**config.mk**
```make
export PLATFORM = sky130hd
export DESIGN_NAME = fifo_sync
export DESIGN_NICKNAME = d
export VERILOG_FILES = /design/src/rtl/fifo_pkg.sv /design/src/rtl/fifo_sync_ram.sv /design/src/rtl/fifo_sync.sv
export SDC_FILE = /design/constraint.sdc
export NUM_CORES = 2
export LEC_CHECK = 0
export BUFFER_PORTS_ARGS = -buffer_cell sky130_fd_sc_hd__buf_2
export CORE_MARGIN = 5
export CORE_UTILIZATION = 55
export DETAILED_ROUTE_END_ITERATION = 12
export PLACE_DENSITY = 0.71
export SLEW_MARGIN = 5
export SYNTH_ARGS = -nofsm -noshare
export SYNTH_HDL_FRONTEND = slang
export SYNTH_SLANG_ARGS = --single-unit
```
**constraint.sdc**
```tcl
create_clock -name clk -period 4.1 [get_ports clk]
set_clock_uncertainty 0.1 [all_clocks]
set_input_delay 0.82 -clock clk [delete_from_list [all_inputs] [get_ports clk]]
set_output_delay 0.82 -clock clk [all_outputs]
set_load 0.03 [all_outputs]
```
**src/rtl/fifo_pkg.sv**
```systemverilog
// Shared types and helpers for the synchronous FIFO family.
package fifo_pkg;

  typedef enum logic {
    STD  = 1'b0,
    FWFT = 1'b1
  } read_mode_e;

  function automatic int fifo_cnt_w(input int depth);
    return $clog2(depth) + 1;
  endfunction

endpackage

```
**src/rtl/fifo_sync_ram.sv**
```systemverilog
// Simple dual-port storage, one write and one registered read port; 1-cycle read latency.
// No backpressure: the owner gates we/re. Contents are never reset.
module fifo_sync_ram #(
  parameter int WIDTH = 32,
  parameter int DEPTH = 64,
  parameter int AW    = $clog2(DEPTH)
) (
  input  logic             clk,
  input  logic             we,
  input  logic [AW-1:0]    waddr,
  input  logic [WIDTH-1:0] wdata,
  input  logic             re,
  input  logic [AW-1:0]    raddr,
  output logic [WIDTH-1:0] rdata
);

  logic [WIDTH-1:0] mem [DEPTH];

  always_ff @(posedge clk) begin
    if (we) mem[waddr] <= wdata;
    if (re) rdata <= mem[raddr];
  end

endmodule

```
**src/rtl/fifo_sync.sv**
```systemverilog
// Single-clock FIFO, STD (dout 1 cycle after read) or FWFT (head shown whenever non-empty).
// Backpressure: writes rejected while full, reads while empty, each flagged by a 1-cycle pulse.
module fifo_sync
  import fifo_pkg::*;
#(
  parameter int         WIDTH             = 32,
  parameter int         DEPTH             = 64,
  parameter read_mode_e READ_MODE         = FWFT,
  parameter int         PROG_FULL_THRESH  = DEPTH - 4,
  parameter int         PROG_EMPTY_THRESH = 4
) (
  input  logic                          clk,
  input  logic                          rst,
  input  logic                          wr_en,
  input  logic [WIDTH-1:0]              din,
  input  logic                          rd_en,
  output logic [WIDTH-1:0]              dout,
  output logic                          full,
  output logic                          empty,
  output logic                          prog_full,
  output logic                          prog_empty,
  output logic [fifo_cnt_w(DEPTH)-1:0]  data_count,
  output logic                          overflow,
  output logic                          underflow
);

  localparam int AW = $clog2(DEPTH);
  localparam int CW = fifo_cnt_w(DEPTH);
  localparam logic [CW-1:0] FULL_CNT = CW'(DEPTH);
  localparam logic [CW-1:0] PF_CNT   = CW'(PROG_FULL_THRESH);
  localparam logic [CW-1:0] PE_CNT   = CW'(PROG_EMPTY_THRESH);
  localparam bit FWFT_MODE = (READ_MODE == FWFT);

  if (WIDTH < 1 || WIDTH > 512) begin : g_bad_width
    $error("fifo_sync: WIDTH must be 1..512");
  end
  if (DEPTH < 4 || (DEPTH & (DEPTH - 1)) != 0) begin : g_bad_depth
    $error("fifo_sync: DEPTH must be a power of 2, at least 4");
  end
  if (PROG_FULL_THRESH < 1 || PROG_FULL_THRESH > DEPTH) begin : g_bad_pf
    $error("fifo_sync: PROG_FULL_THRESH must be 1..DEPTH");
  end
  if (PROG_EMPTY_THRESH < 0 || PROG_EMPTY_THRESH > DEPTH - 1) begin : g_bad_pe
    $error("fifo_sync: PROG_EMPTY_THRESH must be 0..DEPTH-1");
  end

  logic [AW-1:0]    wr_ptr, rd_ptr, rd_ptr_nxt, ram_raddr;
  logic             wr_acc, rd_acc, ram_re, byp_hit, byp_q;
  logic [CW-1:0]    cnt_nxt;
  logic [WIDTH-1:0] ram_rdata, byp_dat;

  always_comb begin
    wr_acc     = wr_en && !full;
    rd_acc     = rd_en && !empty;
    rd_ptr_nxt = rd_ptr + AW'(rd_acc);
    cnt_nxt    = data_count + CW'(wr_acc) - CW'(rd_acc);
    // FWFT reads the next head every cycle; a same-edge write to that address
    // would be missed by the RAM read, so that word is forwarded from din.
    byp_hit    = FWFT_MODE && wr_acc && (wr_ptr == rd_ptr_nxt);
    ram_raddr  = FWFT_MODE ? rd_ptr_nxt : rd_ptr;
    ram_re     = FWFT_MODE ? 1'b1 : rd_acc;
  end

  fifo_sync_ram #(
    .WIDTH(WIDTH),
    .DEPTH(DEPTH),
    .AW   (AW)
  ) u_ram (
    .clk  (clk),
    .we   (wr_acc && !rst),
    .waddr(wr_ptr),
    .wdata(din),
    .re   (ram_re),
    .raddr(ram_raddr),
    .rdata(ram_rdata)
  );

  always_ff @(posedge clk) begin
    if (rst) begin
      wr_ptr     <= '0;
      rd_ptr     <= '0;
      data_count <= '0;
      full       <= 1'b0;
      empty      <= 1'b1;
      prog_full  <= 1'b0;
      prog_empty <= 1'b1;
      overflow   <= 1'b0;
      underflow  <= 1'b0;
      // Bypass path holding zero is what makes dout read 0 out of reset.
      byp_q      <= 1'b1;
      byp_dat    <= '0;
    end else begin
      if (wr_acc) wr_ptr <= wr_ptr + AW'(1);
      rd_ptr     <= rd_ptr_nxt;
      data_count <= cnt_nxt;
      full       <= (cnt_nxt == FULL_CNT);
      empty      <= (cnt_nxt == '0);
      prog_full  <= (cnt_nxt >= PF_CNT);
      prog_empty <= (cnt_nxt <= PE_CNT);
      overflow   <= wr_en && full;
      underflow  <= rd_en && empty;
      if (rd_acc || (FWFT_MODE && wr_acc)) begin
        byp_q   <= byp_hit;
        byp_dat <= din;
      end
    end
  end

  assign dout = byp_q ? byp_dat : ram_rdata;

endmodule

```
==> run summary <==
### Timing
* final critical path time including I/O delays and setup: 3.93 ns
* Slew Limit Fails: 1
* Worst Max-Slew Pin Slew: 1.49 ns
* max-slew headroom at the worst pin: -0.621%
* worst-case setup margin in the final layout: 0.173 ns
* count of endpoints failing setup in the final report: 0
* Max Clk Rate: 255 MHz
* final-report hold violation count: 0
* smallest hold slack: 0.171 ns
* setup repair after global routing missed its margin: false
* final critical-path share of the clock period: 95.8%

### Clock network
* sink count of the clock tree: 2138
* clock slew at the register clock pins of the worst setup and hold paths: 0.06 ns
* hold buffer count at cts: 0
* postcts setup bufs: 0
* Clock Tree Root: clkbuf_16
* CTS buffer count: 200
* clock tree buffer depth: 3
* H-tree depth: 4
* cts repair resizes: 0
* Skew-Pair Late Insertion Delay: 0.82 ns
* CTS tree: yes

### Die
* die area: 154000 µm²
* Boundary Pins: 81
* effective utilization at floorplan: 55.3%
* die height: 393 µm
* area of the core: 146000 µm²
* Std-Cell Rows: 140
* Chip Width: 393 µm

### Placement
* worst slack, placed: -0.289 ns
* HPWL Detailed: 114000 µm
* number of port buffers: 80
* dpl cells: 5642
* routability cong.: 0.813

### Route
* total length of routed wires: 205000 µm
* Via Count: 40115
* TritonRoute pass-1 iters: 5
* Antenna Violating Nets Remaining: 0
* count of unresolved DRC violations after routing: 0
* Iter 0 DRT Violations: 5372
* vias per cell: 6.65
* average wire length per cell after detail routing: 34.1 µm

### Status
* failing checks: max-capacitance violations, max-slew violations
* result of the run: complete, but fails checks

### Logic synthesis
* share of flip-flops with an asynchronous set or reset after synthesis: 0%
* EDFF count, synth: 2048
* top cells by area, synth: edfxtp_1 (76%), mux4_2 (14%), dfxtp_1 (2.2%), a22oi_1 (2.1%), clkbuf_1 (0.61%)
* Post-Synthesis Net Count: 3646
* fraction of post-synthesis cell area in the top cell type by area: 76.4%
* cell type with the highest aggregate area in the netlist: edfxtp_1
* synthesis-stage register bit count: 2138
* count of unique library cells instantiated by Yosys: 53
* primary flip-flop cell chosen by synthesis mapping: edfxtp_1
* post-synthesis instance total: 3601
* proportion of synthesized chip area in sequential cells: 78.6%
* Post-Synthesis Mean Instance Area: 22.4 µm²
* Mapped Area: 80500 µm²
* number of warning messages in the yosys log: 0

### Setup path
* cell with the largest stage delay on the worst path: o21ai_0
* CP Max Fanout: 31
* most common cell type on the critical path: or3_1
* kind of end point of the critical path: flip-flop
* Critical Path Source Type: flip-flop
* required arrival time at the worst endpoint: 4.76 ns
* WS Path Type: reg2reg
* CP top delay family: simple AND/OR/NAND/NOR gates
* maximum single-stage delay on the critical path: 1.19 ns
* combined buffer and inverter count along the critical path: 3
* ordered cell list for the critical path: nand3b_1 -> buf_4 -> or3_1 -> buf_4 -> and2_1 -> or3_1 -> buf_12 -> o21ai_0 -> or3_1
* Crit path arrival time: 4.59 ns

### GRT
* Overflow after GRT: 0
* global-route wire length before repair: 293000 µm
* via count of the first global-routing pass: 40146
* overall routing resource usage: 27.1%
* pin count of the biggest net entering global routing: 66
* initial antenna violation count: 14

### Pwr
* power spent charging and discharging nets: 0.0106 W
* sequential cell fraction of total power: 51.5%
* part of the power in the clock network: 37.9%
* internal power consumption: 0.0365 W
* static leakage: 29.0 nW
* cell area power density: 511 nW/µm²
* switching part of the total power: 22.5%
* share of power burned in combinational logic: 10.6%
* IR Drop Worst-Case VDD: 0.000540 V
* Final Total Pwr: 0.0472 W

### Layout
* footprint of the multi-input gates: 17000 µm²
* Register Area: 63300 µm²
* fillers: 9368
* leading cell types in the layout, fill and taps excluded: edfxtp_1 (2048), mux4_2 (511), a22oi_1 (223), clkbuf_16 (202), buf_4 (163)
* core utilization of the finished layout: 63.4%
* share of post-route cells with drive strength above 1: 29.7%
* Area growth syn-to-layout: 14.7%
* most common cell after layout, fill and taps aside: edfxtp_1
* post-layout net count: 3972
* filler-free cell count of the finished design: 6028

### Hold path
* min-delay worst type: in2reg

### Job
* max-capacitance violation count: 1

==> worst min-delay path: cells and delay by family <==
kind	cells	cell delay, ns
buffers and inverters	1	0.13
and+or+nand+nor	2	0.09
==> state kept, by name (all words and copies together) (netlist names) <==
name / flops
byp_dat: 32
byp_q: 1
data_count: 7
empty: 1
full: 1
overflow: 1
prog_empty: 1
prog_full: 1
rd_ptr: 6
u_ram.mem: 2048
u_ram.rdata: 32
underflow: 1
wr_ptr: 6
==> power groups by stage <==
stage	sequential, W	combinational (W)	clock [W]
2_1_floorplan	0.0247	0.00332	0
3_3_place_gp	0.0248	0.00496	0
3_5_place_dp	0.0248	0.00502	0
4_1_cts	0.0243	0.00504	0.0181
5_1_grt	0.0243	0.00534	0.0191
6_report	0.0243	0.00499	0.0179
==> worst paths after layout <==
check,start,end,slack [ns],depth (start not counted)
worst min-delay path,wr_en,overflow$_SDFF_PP0_,0.17,3
worst min register to register,byp_dat[17]$_SDFFE_PP0P_,byp_dat[17]$_SDFFE_PP0P_,0.35,2
worst max register to register,empty$_SDFF_PP1_,u_ram.rdata[16]$_DFF_P_,0.17,9
worst max-delay path,empty$_SDFF_PP1_,u_ram.rdata[16]$_DFF_P_,0.17,9
==> cells in the mapped netlist, drive strengths merged (2+ instances only) <==
cell     count
nand2b       7
buf         66
nand2      115
o211ai       2
mux2i       35
mux2        33
ha           8
nand3        9
and4         2
and2         2
clkbuf     131
o21ai       35
or3b         2
a31oi        2
a31o         2
xor2         8
nor2b       10
a21oi       40
a2111oi      2
a221oi       2
dfxtp       90
edfxtp    2048
nor3         8
xnor2       14
and3         2
nor2        84
nand4       34
a22oi      223
mux4       511
or3         36
inv         12
nand3b       4
a211oi       7
==> area by class of cell <==
type                       instances  share of cell area, %
sequential                      2138                   68.6
multi-input combinational       1254                   18.4
clock buffer                     277                   5.97
timing repair buffer             321                   3.45
tap                             1917                   2.60
clock inverter                    93                  0.883
inverter                          12                 0.0488
antenna                           16                 0.0434
==> cell families after synthesis <==
logic type	share of synthesized area, %
fa+ha+maj	0.149
mux	15.2
xor+xnor	0.249
buf+inv	1.07
flops	78.6
simple gates	1.89
compound gates	2.80
==> per-stage QoR <==
step	TNS (ns)	instance area [µm²]
after floorplan	0	80500
after global placement	-0.666	85900
after detailed placement	-0.420	85900
after CTS	0	92300
after global routing	0	92300
final	0	92300
==> routing by layer <==
| metal | global-route usage [%] | wire [µm] | vias up |
|---|---|---|---|
| met5 | 0 | 30 | - |
| met1 | 39.1 | 79300 | 21395 |
| li1 | - | - | 15938 |
| met4 | 10.3 | 7760 | 4 |
| met3 | 5.42 | 20700 | 340 |
| met2 | 41.7 | 97700 | 2438 |
Power figures use the tool's default switching activity.
